==> config.mk <==
export PLATFORM = sky130hd
export DESIGN_NAME = if_id_skid_reg
export DESIGN_NICKNAME = d
export VERILOG_FILES = /design/src/rtl/if_id_skid_reg_pkg.sv /design/src/rtl/pipe_skid_buffer.sv /design/src/rtl/if_id_skid_reg.sv
export SDC_FILE = /design/constraint.sdc
export NUM_CORES = 1
export LEC_CHECK = 0
export CORE_MARGIN = 2
export CORE_UTILIZATION = 50
export CTS_CLUSTER_DIAMETER = 50
export CTS_CLUSTER_SIZE = 12
export DETAILED_ROUTE_END_ITERATION = 10
export PLACE_DENSITY = 0.8
export SYNTH_ARGS = -nofsm -noshare
export SYNTH_HDL_FRONTEND = slang
export SYNTH_SLANG_ARGS = --single-unit
export TNS_END_PERCENT = 10
==> constraint.sdc <==
create_clock -name clk -period 1.8 [get_ports clk]
set_input_delay 0.36 -clock clk [delete_from_list [all_inputs] [get_ports clk]]
set_output_delay 0.36 -clock clk [all_outputs]
set_load 0.005 [all_outputs]
==> src/rtl/if_id_skid_reg_pkg.sv <==
// ---------------------------------------------------------------------------
// if_id_skid_reg_pkg
// Shared pipeline package for the fetch/decode boundary.
// Holds the default field widths, the NOP encoding used for bubbles, and the
// IF/ID payload struct (pc, insn, hit). The ID/EX register reuses the same
// payload layout, so changes here ripple into both pipeline registers.
// ---------------------------------------------------------------------------
package if_id_skid_reg_pkg;

  localparam int IF_ID_PC_W   = 32;
  localparam int IF_ID_INSN_W = 32;
  localparam int IF_ID_CNT_W  = 16;

  // All-zero instruction doubles as the pipeline bubble.
  localparam logic [IF_ID_INSN_W-1:0] IF_ID_NOP_INSN = '0;

  typedef struct packed {
    logic [IF_ID_PC_W-1:0]   pc;
    logic [IF_ID_INSN_W-1:0] insn;
    logic                    hit;
  } if_id_payload_t;

endpackage

==> src/rtl/pipe_skid_buffer.sv <==
// ---------------------------------------------------------------------------
// pipe_skid_buffer
// Generic two-entry skid buffer with valid/ready handshakes. The main entry
// drives the output; the skid entry catches the single beat that arrives in
// the cycle a stall begins, so in_ready can be a plain register.
// All state updates on the falling edge of clk.
//
// Ports:
//   clk, rst         clock (falling edge), synchronous active-high reset
//   flush            drops both entries and any beat offered this cycle
//   in_valid/ready   upstream handshake; in_ready is registered
//   in_data          upstream payload, W bits
//   out_valid/ready  downstream handshake; out_valid is the main valid bit
//   out_data         main entry payload (holds its last value when empty)
// ---------------------------------------------------------------------------
module pipe_skid_buffer #(
  parameter int W = 8
) (
  input  logic         clk,
  input  logic         rst,
  input  logic         flush,
  input  logic         in_valid,
  output logic         in_ready,
  input  logic [W-1:0] in_data,
  output logic         out_valid,
  input  logic         out_ready,
  output logic [W-1:0] out_data
);

  logic         main_valid;
  logic         skid_valid;
  logic [W-1:0] main_data;
  logic [W-1:0] skid_data;
  logic         ready_q;

  logic accept;
  logic main_valid_n;
  logic skid_valid_n;
  logic load_main_from_skid;
  logic load_main_from_in;
  logic load_skid;

  // A beat offered during flush is dropped even when ready is high.
  assign accept = in_valid & ready_q & ~flush;

  // Next-state decision. Main may take a new beat whenever it is empty or
  // firing; the skid entry always drains first to keep beats in order.
  always_comb begin
    main_valid_n        = main_valid;
    skid_valid_n        = skid_valid;
    load_main_from_skid = 1'b0;
    load_main_from_in   = 1'b0;
    load_skid           = 1'b0;
    if (flush) begin
      main_valid_n = 1'b0;
      skid_valid_n = 1'b0;
    end else if (!main_valid || out_ready) begin
      if (skid_valid) begin
        load_main_from_skid = 1'b1;
        main_valid_n        = 1'b1;
        skid_valid_n        = 1'b0;
      end else if (accept) begin
        load_main_from_in = 1'b1;
        main_valid_n      = 1'b1;
      end else begin
        main_valid_n = 1'b0;
      end
    end else if (accept) begin
      load_skid    = 1'b1;
      skid_valid_n = 1'b1;
    end
  end

  // State registers. ready is derived from the next skid occupancy so it is
  // a pure flop output with no path back from out_ready or flush.
  always_ff @(negedge clk) begin
    if (rst) begin
      main_valid <= 1'b0;
      skid_valid <= 1'b0;
      main_data  <= '0;
      skid_data  <= '0;
      ready_q    <= 1'b0;
    end else begin
      main_valid <= main_valid_n;
      skid_valid <= skid_valid_n;
      ready_q    <= ~skid_valid_n;
      if (load_main_from_skid) begin
        main_data <= skid_data;
      end else if (load_main_from_in) begin
        main_data <= in_data;
      end
      if (load_skid) begin
        skid_data <= in_data;
      end
    end
  end

  assign in_ready  = ready_q;
  assign out_valid = main_valid;
  assign out_data  = main_data;

endmodule

==> src/rtl/if_id_skid_reg.sv <==
// ---------------------------------------------------------------------------
// if_id_skid_reg
// IF/ID pipeline register built on a two-entry skid buffer. Carries PC,
// instruction and predictor hit from fetch to decode. Adds NOP forcing of the
// payload whenever no valid instruction is held (after flush, reset or a
// drained buffer) and a saturating bubble counter.
// State updates on the falling edge of clk.
//
// Ports:
//   clk, rst                     clock (falling edge), sync active-high reset
//   in_valid, in_ready           fetch handshake; in_ready is registered
//   in_pc, in_insn, in_hit       fetch payload
//   flush                        squash held and incoming instructions
//   out_valid, out_ready         decode handshake
//   out_pc, out_insn, out_hit    held payload; insn=NOP and hit=0 when empty
//   bubble_cnt                   saturating count of ready-but-empty cycles
// ---------------------------------------------------------------------------
module if_id_skid_reg
  import if_id_skid_reg_pkg::*;
#(
  parameter int                PC_W     = IF_ID_PC_W,
  parameter int                INSN_W   = IF_ID_INSN_W,
  parameter logic [INSN_W-1:0] NOP_INSN = INSN_W'(IF_ID_NOP_INSN),
  parameter int                CNT_W    = IF_ID_CNT_W
) (
  input  logic              clk,
  input  logic              rst,
  input  logic              in_valid,
  output logic              in_ready,
  input  logic [PC_W-1:0]   in_pc,
  input  logic [INSN_W-1:0] in_insn,
  input  logic              in_hit,
  input  logic              flush,
  output logic              out_valid,
  input  logic              out_ready,
  output logic [PC_W-1:0]   out_pc,
  output logic [INSN_W-1:0] out_insn,
  output logic              out_hit,
  output logic [CNT_W-1:0]  bubble_cnt
);

  typedef struct packed {
    logic [PC_W-1:0]   pc;
    logic [INSN_W-1:0] insn;
    logic              hit;
  } payload_t;

  localparam int PAY_W = $bits(payload_t);

  payload_t in_pay;
  payload_t main_pay;
  logic     main_valid;

  always_comb begin
    in_pay      = '0;
    in_pay.pc   = in_pc;
    in_pay.insn = in_insn;
    in_pay.hit  = in_hit;
  end

  pipe_skid_buffer #(
    .W(PAY_W)
  ) u_skid (
    .clk       (clk),
    .rst       (rst),
    .flush     (flush),
    .in_valid  (in_valid),
    .in_ready  (in_ready),
    .in_data   (in_pay),
    .out_valid (main_valid),
    .out_ready (out_ready),
    .out_data  (main_pay)
  );

  // The stored payload is left untouched when main empties, so the PC holds
  // its last value; insn and hit are masked to a bubble instead.
  always_comb begin
    out_pc   = main_pay.pc;
    out_insn = NOP_INSN;
    out_hit  = 1'b0;
    if (main_valid) begin
      out_insn = main_pay.insn;
      out_hit  = main_pay.hit;
    end
  end

  assign out_valid = main_valid;

  // Counts decode cycles that found nothing to consume; sticks at all-ones.
  always_ff @(negedge clk) begin
    if (rst) begin
      bubble_cnt <= '0;
    end else if (out_ready && !main_valid && (bubble_cnt != {CNT_W{1'b1}})) begin
      bubble_cnt <= bubble_cnt + 1'b1;
    end
  end

endmodule

# Yosys cells after proc, flatten, opt, wreduce, memory -nomap -nowiden

Index checks and enable logic that the tools add are counted.

Bits in registers: 149
Bits of input ports: 70
Output and inout port bits: 83
Logic and storage cells: 35

Add/subtract/negate cells: 1
Equality and inequality tests: 1
Mux-type cells: 17
Bitwise logic cells: 4
Reductions and logical operators: 6

Operators by type and width:

| cell                                                             | count |
|---|---|
| 65-bit two-way mux                                               | 2 |
| 32-bit two-way mux                                               | 1 |
| 16-bit by 1-bit adder with 16-bit output (second input constant) | 1 |
| 16-bit inequality test (second input constant)                   | 1 |
| 1-bit two-way mux                                                | 14 |
| 1-bit bitwise AND                                                | 2 |
| 1-bit logical AND                                                | 2 |
| 1-bit NOT                                                        | 2 |
| 2-bit nonzero test                                               | 1 |
| 2-bit OR reduction                                               | 1 |
| 1-bit zero test                                                  | 1 |
| 1-bit logical OR                                                 | 1 |

# Longest topological paths before layout

Gate-level depths: netlist of run 1.

Word-level depth: 8
Mapped depth: 7
Gate-level depth less buffers: 5

# By module

Synthesis of run 1 repeated with hierarchy kept, for this count alone.

Cell total of the unflattened synthesis: 799
Area total of the unflattened synthesis: 7,793.7 um^2

Modules (own cells, without submodules):

| module           | instances | cells an instance | area an instance (um^2) | sequential area each (um^2) |
|---|---|---|---|---|
| pipe_skid_buffer | 1         | 664               | 6,636.4                 | 2,662.6 |
| if_id_skid_reg   | 1         | 135               | 1,157.4                 | 320.3 |

==> impl_metrics.yaml, run 1 <==
min_path:
  hold_depth: 2
  hold_path_end: "u_skid.skid_data[35]"
  min_path_type: "reg -> reg"
  holdCritStartpoint: "u_skid.skid_data[35]"
setup_path:
  cp_max_fo: 8
  crit_chain: "buf_8 > buf_6 > and2_4 > buf_6"
  crit_top_cell: "buf_6"
  worst_ep_arrival_time_ns: 2.23
  r2r_slack_ns: -0.06
  worstSetupPathType: "reg -> out"
  cp.required_ns: 1.44
  crit_buf_inv: 3
  slowest_stage: "dfxtp_4"
  ff2ff_path_depth: 6
  cpLargestDelayFamily: "flip-flops"
  reg2reg_from: "u_skid.out_valid"
  setup.worst_path.start_class: "flip-flop"
  slowest_delay_ns: 0.38
  crit_path_end_kind: "output pin"
  reg2reg_to: "u_skid.out_data[63]"
logic_synthesis:
  synth_adder_area_share: 0.00191
  synth.area.top_cells: "dfxtp_1 46%, mux2i_1 10%, nand2_1 8.0%, a211oi_1 7.6%, a21oi_1 5.9%"
  synth_seq_cells: 149
  synth_most_common_cell: "dfxtp_1"
  synth_top_family_by_area: "simple AND/OR/NAND/NOR gates"
  synth_edf_count: 0
  synth_flop_cell: "dfxtp_1"
  syn_inst: 756
  synth_top_cell_by_area: "dfxtp_1"
  synth_mux_area_frac: 0.108
  avgSynthCellArea_um2: 8.67
  synthXorXnorAreaFrac: 0
  async_flop_share: 0
  yosysTopAreaCellShare: 0.455
  ys_types: 42
  syn-num-nets: 827
  synth_compound_area_frac: 0.146
  synth-seq-area-share: 0.455
  synth-simple-area-share: 0.203
  synth.cell_area_um2: 6550
  synth_common_cells: "149 x dfxtp_1, 140 x nand2_1, 77 x a21oi_1, 77 x nor2_1, 67 x mux2i_1"
  ys_warn_count: 0
grt:
  antenna_found_initial: 0
  grt_max_degree: 71
  grtUsageTotal: 0.276
  grt_pass1_wl_um: 31700
  overflow: 0
  first_global_vias: 6964
finish:
  num-fill-cells: 856
  drive_above_1_share: 0.268
  multi_input_area_um2: 3190
  fin_cells: 1230
  final_core_util: 0.763
  nets: 1116
  design_area_um2: 9710
  register_area_um2: 3050
  diodes: 0
  syn_to_final_growth_pct: 48.2
routing:
  wl_um: 19400
  post_drt_wl_per_cell_um: 15.7
  drc: 0
  drt_iter0_drc: 484
  ant_nets: 0
  vias: 6594
  viasPerCell: 5.36
  drt_pass1_iterations: 7
job:
  drv_cap: 0
clocking:
  cts_root_buffer: "clkbuf_16"
  cts_max_path_buffers: 2
  cts_tree: "yes"
  clk_pin_slew_ns: 0.03
  clock-sinks: 149
  h-tree-depth: 4
  cts_buffers: 17
  worst_skew_pair.late_latency_ns: 0.47
pwr:
  p_leak_nw: 4.78
  p_int_mw: 6.53
  switchingPower_mw: 2.71
  p_clk_frac: 0.551
  power_density_nw_per_um2: 951
  p_seq_frac: 0.377
  combPwrFrac: 0.072
  p_sw_frac: 0.293
  finalPower_mw: 9.23
  irDropWorstVdd_uv: 692
placement:
  post-place-cells: 1042
  dpl_cell_area_um2: 8250
  dp_hpwl_um: 11200
  place.gp.congestion: 0.883
  port_buffers: 152
sta:
  maxSlewViolCount: 0
  setup_ws_ns: -0.786
  worst_pin_slew_ns: 0.409
  final-setup-viol-count: 224
  holdWs_ns: 0.450
  fin_skew_ns: 0.0272
  finalHoldViolCount: 0
  slew_headroom: 0.725
  rsz0062_at_grt: "true"
die:
  fp.dieW_um: 118
  die_area_um2: 14000
  boundaryPins: 153
  core_area_um2: 12700
  start_util: 0.515
  die_h_um: 118
  core.rowCount: 41
status:
  failed_checks: "negative setup slack"
  status: "finished with violations"
-- placed cells by master, fill, tap and decap left out, drive strengths merged, types with 34 or more instances in the layout --
cell,n
a211oi,66
a21oi,77
and2,34
buf,142
clkdlybuf4s50,65
dfxtp,149
inv,157
mux2i,67
nand2,141
nor2,77
-- flip-flops by register name, summed over array words and instances, names as in the netlist --
signal / cells
u_skid.in_ready: 1
u_skid.skid_data: 65
u_skid.out_data: 65
u_skid.skid_valid: 1
u_skid.out_valid: 1
bubble_cnt: 16
-- power groups by stage --
stage          registers, mW  clock network [mW]  logic (mW)
2_1_floorplan           3.49               0.503       0.307
3_3_place_gp            3.50               0.503       0.615
3_5_place_dp            3.51               0.503       0.636
4_1_cts                 3.47                5.15       0.646
5_1_grt                 3.48                5.57       0.722
6_report                3.48                5.09       0.669
-- per-layer routing --
metal  part of all wire  global-route usage  up-vias  routed length (um)
li1                   -                   -     3145                   -
met1               0.39               0.287     3123                7470
met2               0.53               0.479      275               10200
met3              0.058              0.0994       51                1120
met4              0.027               0.159        0                 529
met5                  0                   0        -                   0
-- final cells by class --
class                      instances  share of cell area
clock inverter                   164              0.0764
inverter                           3             0.00116
tap                              172              0.0222
sequential                       149               0.314
clock buffer                      17              0.0438
multi-input combinational        513               0.328
timing repair buffer             212               0.214
-- repair_timing --
action | in CTS | in global routing
pin swaps | 80 | 9
setup endpoints to repair | 232 | 224
hold buffers | 0 | 0
gates resized for setup | 452 | 57
cloned | 3 | 0
buffers inserted | 8 | 0
-- cell families (layout without fill, tap and decap cells) --
| logic type | after synthesis | in the layout |
|---|---|---|
| AO/OA/AOI/OAI | 154 | 154 |
| flip-flops | 149 | 149 |
| adder cells (fa/ha/maj) | 1 | 1 |
| AND/OR/NAND/NOR | 288 | 288 |
| multiplexers | 70 | 70 |
| buffers and inverters | 94 | 396 |
-- worst max path at each step --
| stage | start | to | slack, ns | cells after the start |
|---|---|---|---|---|
| after global placement | out_ready | u_skid.out_data[54] | -1.13 | 6 |
| after global routing | u_skid.out_valid | out_insn[31] | -0.84 | 4 |
| after CTS | u_skid.out_valid | out_insn[31] | -0.91 | 5 |
| final | u_skid.out_valid | out_insn[31] | -0.79 | 4 |
| after floorplan | out_ready | u_skid.skid_data[21] | -0.47 | 6 |
| after detailed placement | out_ready | u_skid.out_data[60] | -1.22 | 6 |
-- per-stage QoR --
stage               worst slack, ns  TNS, ns
floorplan                    -0.474   -73.40
global placement              -1.13  -196.20
global route                 -0.836   -91.25
finish                       -0.786   -79.38
detailed placement            -1.22  -205.54
CTS                          -0.907   -84.63
-- tightest hold or removal path: stages, from the launching register on --
cell,delay [ns]
dfxtp_1,0.30
nand2_1,0.05
a21oi_1,0.05
No activity file was read; power rests on OpenSTA's default activity.
==> inputs of run 2 (changes only) <==
CELL_PAD_IN_SITES_DETAIL_PLACEMENT = 1   (was not set)
CELL_PAD_IN_SITES_GLOBAL_PLACEMENT = 1   (was not set)
CORE_UTILIZATION = 33   (was 50)
PLACE_DENSITY = not set   (was 0.8)
PLACE_DENSITY_LB_ADDON = 0.1   (was not set)
clock period = 2.3 ns   (was 1.8 ns; I/O delays follow)
==> impl_metrics.yaml, run 2 (same netlist as run 1, synthesis figures left out) <==
finish:
  diodes: 0
  nets: 1142
  drive_above_1_share: 0.297
  final_core_util: 0.525
  syn_to_final_growth_pct: 56.1
  fin_cells: 1349
  layout_commonest_cell: "inv_1"
  layout_common_cells: "153 x inv_1, 137 x nand2_1, 99 x dfxtp_1"
die:
  boundaryPins: 153
  die_area_um2: 21000
  start_util: 0.337
  core.rowCount: 51
  die_h_um: 145
  fp.dieW_um: 145
  core_area_um2: 19500
grt:
  use_met3: 0.0836
  met1_usage: 0.206
  overflow: 0
  grt_pass1_wl_um: 34700
  busiest_layer: "met2"
  antenna_found_initial: 0
  grtUsageTotal: 0.202
  met2_usage: 0.355
  first_global_vias: 7430
  grt_max_degree: 55
pwr:
  p_sw_frac: 0.316
  p_clk_frac: 0.536
  switchingPower_mw: 2.25
  power_density_nw_per_um2: 698
  combPwrFrac: 0.082
  p_int_mw: 4.88
  p_seq_frac: 0.382
  finalPower_mw: 7.13
  p_leak_nw: 4.96
  irDropWorstVdd_uv: 526
clocking:
  cts_hold_buf: 0
  worst_skew_pair.late_latency_ns: 0.48
  cts_tree: "yes"
  cts_buffers: 17
  cts_max_path_buffers: 2
  h-tree-depth: 4
  clk_pin_slew_ns: 0.05
  clock-sinks: 149
  cts_root_buffer: "clkbuf_16"
placement:
  place.gp.congestion: 0.799
  port_buffers: 152
  dp_hpwl_um: 13200
  post-place-cells: 1161
sta:
  maxSlewViolCount: 0
  rsz0062_at_grt: "true"
  worst_pin_slew_ns: 0.323
  holdWs_ns: 0.448
  final-setup-viol-count: 214
  setup_ws_ns: -0.752
  fin_skew_ns: 0.0307
  slew_headroom: 0.782
  finalHoldViolCount: 0
  setup_tns_ns: -47.43
routing:
  post_drt_wl_per_cell_um: 15.7
  vias: 6538
  drc: 0
  drt_iter0_drc: 189
  viasPerCell: 4.85
  wl_um: 21200
  drt_pass1_iterations: 4
  ant_nets: 0
setup_path:
  r2r_slack_ns: 0.45
  cp_max_fo: 8
  ff2ff_path_depth: 7
  cp.required_ns: 1.84
  worst_ep_arrival_time_ns: 2.59
  crit_start: "u_skid.out_valid"
  crit_top_cell: "buf_12"
  slowest_delay_ns: 0.35
  crit_chain: "buf_12 > buf_12 > buf_16 > and2_4 > buf_6"
  slowest_stage: "dfxtp_4"
  reg2reg_to: "bubble_cnt[9]"
  endpoint: "out_insn[23]"
  worstSetupPathType: "reg -> out"
  setup.worst_path.start_class: "flip-flop"
  reg2reg_from: "bubble_cnt[1]"
  crit_path_end_kind: "output pin"
status:
  status: "finished with violations"
  failed_checks: "negative setup slack"
min_path:
  min_path_type: "reg -> reg"
job:
  drv_cap: 0
run 2: cell types whose count changed in the layout (fill, tap and decap cells not counted), moves of 4 or more:
cell and change:
buf_8 -4, inv_8 +4, and2_1 -5, and2_4 +5, buf_6 +13, buf_12 +9
clkinvlp_2 -5, buf_2 -12, buf_4 +19
run 2: per-layer routing:
layer / vias up / share of wire
met5: - / 0
met4: 0 / 0.016
met3: 24 / 0.047
met2: 153 / 0.52
met1: 3165 / 0.41
li1: 3196 / -
run 2: stage by stage:
step | worst slack (ns) | area [um2]
6_report | -0.752 | 10200
5_1_grt | -0.804 | 10200
4_1_cts | -0.758 | 9890
3_5_place_dp | -1.13 | 8640
3_3_place_gp | -1.02 | 8640
2_1_floorplan | -0.324 | 6600
run 2: power by group through the flow:
stage	clock, mW	combinational (mW)	sequential, mW
floorplan	0.394	0.240	2.73
global placement	0.394	0.526	2.74
detailed placement	0.394	0.546	2.74
CTS	3.98	0.553	2.72
global route	4.37	0.634	2.72
finish	3.83	0.585	2.72
run 2: critical path, delay by kind of cell, from the launching register on:
| kind | cells | cell delay, ns |
|---|---|---|
| simple gates | 1 | 0.14 |
| buf+inv | 4 | 0.50 |
| flops | 1 | 0.35 |
run 2: repair_timing:
| item | 4_1_cts | 5_1_grt |
|---|---|---|
| setup endpoints to repair | 229 | 214 |
| pin swaps | 50 | 17 |
| cloned | 3 | 1 |
| resized for setup | 463 | 65 |
| buffers inserted | 3 | 1 |
run 2: final cells by class:
type / count / area (um2)
repair buffers: 238 / 2500
clock buffers: 17 / 425
clock inverters: 164 / 704
fillers: 2304 / 9240
well taps: 265 / 332
flip-flops and latches: 149 / 3050
inverters: 3 / 11.3
multi-input cells: 513 / 3200
run 2: worst min path at each step:
stage	from	end	slack [ns]	cells past startpoint
6_report	u_skid.skid_data[29]	u_skid.skid_data[29]	0.45	2
5_1_grt	u_skid.skid_data[31]	u_skid.skid_data[31]	0.47	2
4_1_cts	u_skid.skid_data[31]	u_skid.skid_data[31]	0.45	2
3_5_place_dp	u_skid.skid_data[31]	u_skid.skid_data[31]	0.44	2
3_3_place_gp	u_skid.skid_data[23]	u_skid.skid_data[23]	0.44	2
2_1_floorplan	u_skid.skid_data[22]	u_skid.skid_data[22]	0.43	2
==> inputs of run 3 (changes only) <==
TNS_END_PERCENT = 100   (was 10)
==> impl_metrics.yaml, run 3 (same netlist as run 1, synthesis figures left out) <==
setup_path:
  slowest_delay_ns: 0.36
  worstSetupPathType: "reg -> out"
  reg2reg_from: "u_skid.out_valid"
  crit_buf_inv: 4
  cpLargestDelayFamily: "buffers and inverters"
  cp.required_ns: 1.84
  crit_top_cell: "buf_6"
  crit_start: "u_skid.out_valid"
  setup.worst_path.start_class: "flip-flop"
  crit_path_end_kind: "output pin"
  slowest_stage: "dfxtp_4"
  worst_ep_arrival_time_ns: 2.59
  crit_chain: "buf_6 > buf_12 > buf_8 > and2_4 > buf_6"
  cp_max_fo: 8
clocking:
  clk_pin_slew_ns: 0.04
  cts_root_buffer: "clkbuf_16"
  clock-sinks: 149
  cts_max_path_buffers: 2
  worst_skew_pair.late_latency_ns: 0.50
  h-tree-depth: 4
  cts_tree: "yes"
  cts_hold_buf: 0
  cts_buffers: 17
job:
  drv_cap: 0
pwr:
  irDropWorstVdd_uv: 487
  power_density_nw_per_um2: 609
  finalPower_mw: 7.94
  p_leak_nw: 6.02
sta:
  worst_pin_slew_ns: 0.699
  holdWs_ns: 0.471
  rsz0062_at_grt: "true"
  fin_skew_ns: 0.0441
  setup_ws_ns: -0.749
  setup_tns_ns: -53.49
  finalHoldViolCount: 0
  final-setup-viol-count: 223
  slew_headroom: 0.532
  maxSlewViolCount: 0
min_path:
  holdCritStartpoint: "u_skid.skid_data[17]"
  min_path_type: "reg -> reg"
finish:
  drive_above_1_share: 0.573
  final_core_util: 0.670
  fin_cells: 1430
  layout_commonest_cell: "inv_1"
  num-fill-cells: 2001
  design_area_um2: 13000
  nets: 1223
  syn_to_final_growth_pct: 99.0
  register_area_um2: 3060
  layout_common_cells: "152 x inv_1, 99 x dfxtp_1, 88 x buf_6"
  multi_input_area_um2: 4710
die:
  core.rowCount: 51
  fp.dieW_um: 145
  boundaryPins: 153
  core_area_um2: 19500
  die_area_um2: 21000
  die_h_um: 145
  start_util: 0.337
grt:
  first_global_vias: 8448
  grt_pass1_wl_um: 44400
  antenna_found_initial: 1
  overflow: 0
  grtUsageTotal: 0.269
  grt_max_degree: 51
placement:
  port_buffers: 152
  dpl_cell_area_um2: 8720
  place.gp.congestion: 0.766
  post-place-cells: 1157
  dp_hpwl_um: 13200
  dp_slack_ns: -1.03
routing:
  wl_um: 35500
  post_drt_wl_per_cell_um: 24.8
  vias: 7604
  viasPerCell: 5.32
  ant_nets: 0
  drc: 0
  drt_iter0_drc: 399
  drt_pass1_iterations: 5
status:
  failed_checks: "negative setup slack"
  status: "finished with violations"
## run 3: cell count changes in the layout (fill, tap and decap cells not counted), sizes merged, moves of 2 or more
cell / change
clkbuf: +5
clkinvlp: +3
clkinv: +4
clkdlybuf4s15: -2
inv: -9
buf: +77
## run 3: final timing paths
kind	to	slack, ns	depth (start not counted)
setup / recovery	out_insn[3]	-0.75	5
setup reg to reg	u_skid.out_data[1]	-0.03	13
hold reg to reg	u_skid.skid_data[17]	0.47	2
hold / removal	u_skid.skid_data[17]	0.47	2
## run 3: repair_timing
item,4_1_cts,5_1_grt
resized for setup,662,301
pin swaps,70,143
cloned,33,8
setup endpoints to repair,230,225
setup buffers,47,23
## run 3: layer usage
layer	up-vias	track usage	wire length [um]
li1	3372	-	-
met5	-	0	0
met3	96	0.0796	1520
met1	3832	0.292	13800
met2	304	0.465	18900
met4	0	0.156	1300
## run 3: report_power, final
part | total, mW | switching (mW) | internal, mW
logic | 0.889 | 0.424 | 0.465
registers | 2.72 | 0.0543 | 2.67
clock network | 4.33 | 2.37 | 1.96
total | 7.94 | 2.85 | 5.09
## run 3: cell type report
type | instances | area share
flip-flops and latches | 149 | 0.234
inverters | 3 | 0.000864
clock buffers | 17 | 0.0326
diodes | 1 | 0.000192
repair buffers | 318 | 0.291
clock inverters | 163 | 0.0547
multi-input cells | 514 | 0.361
well taps | 265 | 0.0254
## run 3: worst reg2reg max path: stages (launching register included)
cell	delay, ns
dfxtp_4	0.36
buf_6	0.13
buf_12	0.12
buf_6	0.11
buf_4	0.12
buf_4	0.15
nor2b_2	0.18
nor3_4	0.20
buf_6	0.16
buf_12	0.14
buf_8	0.12
buf_12	0.11
nor2_1	0.05
a211oi_1	0.28
==> edit 1 (flow settings as in run 1) <==
Set the package constant `IF_ID_INSN_W` to 64 (it was 32).
--- a/src/rtl/if_id_skid_reg_pkg.sv
+++ b/src/rtl/if_id_skid_reg_pkg.sv
@@ -8,7 +8,7 @@
 package if_id_skid_reg_pkg;
 
   localparam int IF_ID_PC_W   = 32;
-  localparam int IF_ID_INSN_W = 32;
+  localparam int IF_ID_INSN_W = 64;
   localparam int IF_ID_CNT_W  = 16;
 
   // All-zero instruction doubles as the pipeline bubble.
Interface: changed (resized in_insn and out_insn); port bits go from 153 to 217. No check against the original RTL was run, so the function may have changed too.
==> edit 1 against run 1 <==
The flow finishes with violations (design-rule violations, negative setup slack); power increased by 34%; synthesized area increased by 41%; final area increased by 45%; synthesized cell count increased by 42%; setup slack got worse by 0.20 ns; routed wire length increased by 41%; sequential cell count increased by 64; utilization increased by 1.5 points; hold slack got worse by 0.0012 ns; die area increased by 40%; first-iteration DRC count increased by 3.7%; critical endpoint is now out_insn[22]; largest cell class unchanged.
==> edit 1: results (changes against run 1) <==
* Final setup violation count at 315 (+41%)
* Syn avg cell area at 8.61 um^2 (-0.60%)
* Largest stage delay, worst path at 0.40 ns (+0.02 ns)
* Clock tree skew after final layout at 0.0325 ns (+0.00536 ns)
* Total number of vias at 9261 (+40%)
* DRC Markers at 16 (+16)
* Final worst slack at -0.991 ns (-0.204 ns)
* CTS max path bufs at 3 (+1)
* Largest delay contributor family on the critical path: buffers and inverters
* Part of the Yosys area used for sequential elements at 46.1% (+0.56 points)
* Gr usage total at 25.0% (-2.6 points)
* Count of placed standard cells including taps at 1495 (+43%)
* Met3 Resource Use GR at 8.48% (-1.5 points)
* DRC marker count from the first detailed-route iteration at 502 (+3.7%)
* Vias in the first global route at 9085 (+30%)
* Clock latency of the later-clocked register in the worst-skew pair at 0.59 ns (+0.12 ns)
* Global-route wire length before repair at 41.2 mm (+30%)
* Failing checks: design-rule violations, negative setup slack
* Iteration count of the initial detailed-routing pass at 9 (+2)
* Worst vdd rail ir drop at 0.712 mV (+2.9%)
* Post-route setup TNS at -118.34 ns (-38.96 ns)
* Status: finished, violations left
* Cell types occupying the most area after synthesis: dfxtp_1 46%, mux2i_1 11%, nand2_1 8.2%
* Highest net fanout along the worst path at 6 (-2)
* Post-Route WL at 27.3 mm (+41%)
## edit 1: changes by cell type in the layout (fill, tap and decap cells not counted), sizes merged, moves of 7 or more
cell / change
dfxtp: +64
clkbuf: +7
buf: +67
a211oi: +33
and2: +31
nand2: +61
inv: +63
mux2i: +31
clkdlybuf4s50: +32
clkdlybuf4s15: +9
a21oi: +29
nor2: +31
## edit 1: cells by family after synthesis
group | synth area share, %
compound gates | 14.9
fa+ha+maj | 0.135
buf+inv | 7.42
flops | 46.1
mux | 10.8
simple gates | 20.6
## edit 1: worst paths after layout
check	startpoint	endpoint	slack, ns
worst max register to register	u_skid.out_valid	u_skid.out_data[72]	-0.28
worst max-delay path	u_skid.out_valid	out_insn[22]	-0.99
worst min-delay path	u_skid.skid_data[90]	u_skid.skid_data[90]	0.45
worst min register to register	u_skid.skid_data[90]	u_skid.skid_data[90]	0.45
## edit 1: timing repair
item / CTS / global route
pin swaps: 39 / 45
gates resized for setup: 512 / 185
hold buffers: 0 / 0
cloned: 0 / 3
buffers inserted: 0 / 9
setup endpoints to repair: 328 / 318
endpoints found under the hold margin: 0 / 0
## edit 1: metal layers
metal	routed length, um	share of wire (%)
met2	14100	52
met1	10900	40
met5	0	0
met3	1580	5.8
met4	753	2.8
## edit 1: area by class of cell
cell class	count	area, um^2
Sequential cell	213	4330
Clock buffer	23	576
Multi-Input combinational cell	739	4670
Inverter	3	11.3
Clock inverter	222	906
Tap cell	229	287
Timing Repair Buffer	320	3280
Fill cell	1166	4020
## edit 1: report_power, final
group / switching (mW) / leakage [nW] / internal (mW)
Combinational: 0.442 / 3.56 / 0.544
Clock: 3.21 / 1.47 / 3.23
Sequential: 0.0766 / 1.75 / 4.89
==> edit 2 (flow settings as in run 1) <==
Without the edit above. Make the reset (`rst`) asynchronous in 2 clocked blocks. Comments in the files are not updated.
--- a/src/rtl/pipe_skid_buffer.sv
+++ b/src/rtl/pipe_skid_buffer.sv
@@ -73,7 +73,7 @@
 
   // State registers. ready is derived from the next skid occupancy so it is
   // a pure flop output with no path back from out_ready or flush.
-  always_ff @(negedge clk) begin
+  always_ff @(negedge clk or posedge rst) begin
     if (rst) begin
       main_valid <= 1'b0;
       skid_valid <= 1'b0;
--- a/src/rtl/if_id_skid_reg.sv
+++ b/src/rtl/if_id_skid_reg.sv
@@ -87,7 +87,7 @@
   assign out_valid = main_valid;
 
   // Counts decode cycles that found nothing to consume; sticks at all-ones.
-  always_ff @(negedge clk) begin
+  always_ff @(negedge clk or posedge rst) begin
     if (rst) begin
       bubble_cnt <= '0;
     end else if (out_ready && !main_valid && (bubble_cnt != {CNT_W{1'b1}})) begin
Function: differs if rst is asserted again (counterexample within 4 cycles, from zero or initial values and one cycle with rst high); with rst held inactive, the same outputs for 10 cycles.
==> edit 2 against run 1 <==
The flow still finishes with violations (negative setup slack); routed wire length down 14%; final cell count down 24%; final area decreased by 1.4%; setup slack lost 0.16 ns; synthesized area grew 3.2%; sequential cell count is the same.
Power is not compared: it rests on default switching activity, and its combinational part moved more than twofold at a synthesized area within 25%.
==> edit 2: results (changes against run 1) <==
* Xor-xnor portion of the synthesized cell area at 1.94% (+1.9 points)
* Status: finished, violations left
* Setup slack of the worst register-to-register path at -0.31 ns (-0.25 ns)
* Async set or reset register ratio after synthesis at 100% (+100 points)
* Worst reg2reg startpoint: u_skid.out_valid
* Placer's final routability congestion estimate at 0.808 (-8.4%)
* Data arrival, critical path at 2.39 ns (+0.16 ns)
* Reg-to-reg endpoint: u_skid.out_data[43]
* Seq. cell area at 3730 um^2 (+22%)
* Dpl cell area at 8760 um^2 (+6.2%)
* Final setup violation count at 223 (-0.45%)
* Total number of multi-input combinational cells at 353 (-31%)
* DRC marker count from the first detailed-route iteration at 212 (-56%)
* Routed length on met2 at 8.53 mm (-17%)
* Endpoint of the most critical setup path: out_insn[18]
* Clock tree skew after final layout at 0.00438 ns (-0.0228 ns)
* Routed met3 length at 1.01 mm (-10%)
* Number of cells produced by synthesis at 567 (-25%)
* Post-CTS resize count at 390 (-14%)
* Cell types occupying the most area after synthesis: dfrtn_1 55%, mux2_2 9.7%, mux2i_1 9.6%
* Global-route wire length before repair at 26.3 mm (-17%)
* Sequential share of cell area at 38.9% (+7.5 points)
* Average vias per placed instance at 5.24 (-2.2%)
* Register-to-Register Path Depth at 10 (+4)
* Detailed placement HPWL at 11.2 mm (+0.11%)
* Most used DFF post-synth: dfrtn_1
* Hold-critical path depth at 1 (-1)
* Post-detailed-route wirelength per cell at 17.8 um (+13%)
* Part of the Yosys area used for sequential elements at 55.1% (+9.6 points)
* Gr usage total at 23.5% (-4.1 points)
* Synth Area in Compound Gates at 5.20% (-9.4 points)
* Met1 routing resource usage after global routing at 28.4% (-0.34 points)
* Post-synthesis adder-cell area fraction at 0.185% (-0.0060 points)
* Distinct cell type count after synthesis at 33 (-21%)
* Clock latency of the later-clocked register in the worst-skew pair at 0.40 ns (-0.07 ns)
* Maximum number of pins on one net before global-route repair at 33 (-54%)
* Failing checks: negative setup slack
* Proportion of layout cells with a drive suffix above 1 at 38.5% (+12 points)
* Iteration count of the initial detailed-routing pass at 4 (-3)
* GR Util met2 at 40.5% (-7.4 points)
* Total nets after synthesis at 638 (-23%)
* Fillers at 891 (+4.1%)
* Count of placed standard cells including taps at 895 (-14%)
* Vias in the first global route at 5221 (-25%)
* Transition time of the tightest slew-check pin at 0.368 ns (-0.0405 ns)
* Clock-cell share of area at 6.35% (-5.7 points)
* Syn avg cell area at 11.9 um^2 (+38%)
* Share of cell area taken by muxes after synthesis at 20.7% (+9.9 points)
* Met3 Resource Use GR at 5.75% (-4.2 points)
* Commonest cells post-synth: 149 x dfrtn_1, 69 x nor2_1, 67 x a21oi_1
* Non-clock buffer contribution to total cell area at 22.3% (+0.91 points)
* Final layout net count at 822 (-26%)
* Non-clk invs at 2 (-1)
* Final worst slack at -0.951 ns (-0.164 ns)
* Count of clock-net buffers in the final layout at 21 (+4)
* FFs & Latches at 149 (unchanged)
==> edit 2: cell count changes after synthesis, moves of 12 or more <==
cell      before  now
a211oi_1      66    0
clkbuf_1      31    6
dfrtn_1        0  149
dfxtp_1      149    0
mux2_2         2   58
nand2_1      140    5
xor2_1         0   12
==> edit 2: kinds of logic after synthesis <==
logic type,Yosys count
xor gates and xnor gates,15
muxes,131
and+or+nand+nor,138
adders and majority gates,1
AOI/OAI and AO/OA,68
DFF,149
buffers and inverters,65
==> edit 2: how the worst min path moves through the flow <==
stage	start	endpoint	slack [ns]
finish	u_skid.skid_data[19]	u_skid.skid_data[19]	0.44
floorplan	u_skid.skid_data[15]	u_skid.skid_data[15]	0.42
global route	u_skid.skid_data[31]	u_skid.skid_data[31]	0.46
global placement	u_skid.skid_data[37]	u_skid.skid_data[37]	0.43
detailed placement	u_skid.skid_data[37]	u_skid.skid_data[37]	0.44
CTS	u_skid.skid_data[15]	u_skid.skid_data[15]	0.43
==> edit 2: stage by stage <==
stage	power, mW	TNS (ns)	worst slack, ns
finish	10.4	-92.37	-0.951
global route	10.9	-101.54	-0.981
CTS	10.3	-105.42	-0.990
detailed placement	6.66	-223.00	-1.24
global placement	6.52	-215.19	-1.17
floorplan	5.62	-273.36	-1.22
==> edit 2: critical path, stage by stage (launching register included) <==
cell,delay (ns)
dfrtn_1,0.36
buf_6,0.14
buf_6,0.11
buf_6,0.12
buf_6,0.10
and2_4,0.15
buf_6,0.11
==> edit 2: power breakdown <==
group / internal, mW / leakage, nW / total, mW / switching [mW]
Clock: 2.30 / 0.304 / 3.63 / 1.33
Sequential: 4.13 / 1.76 / 4.54 / 0.410
Combinational: 1.33 / 2.75 / 2.20 / 0.872
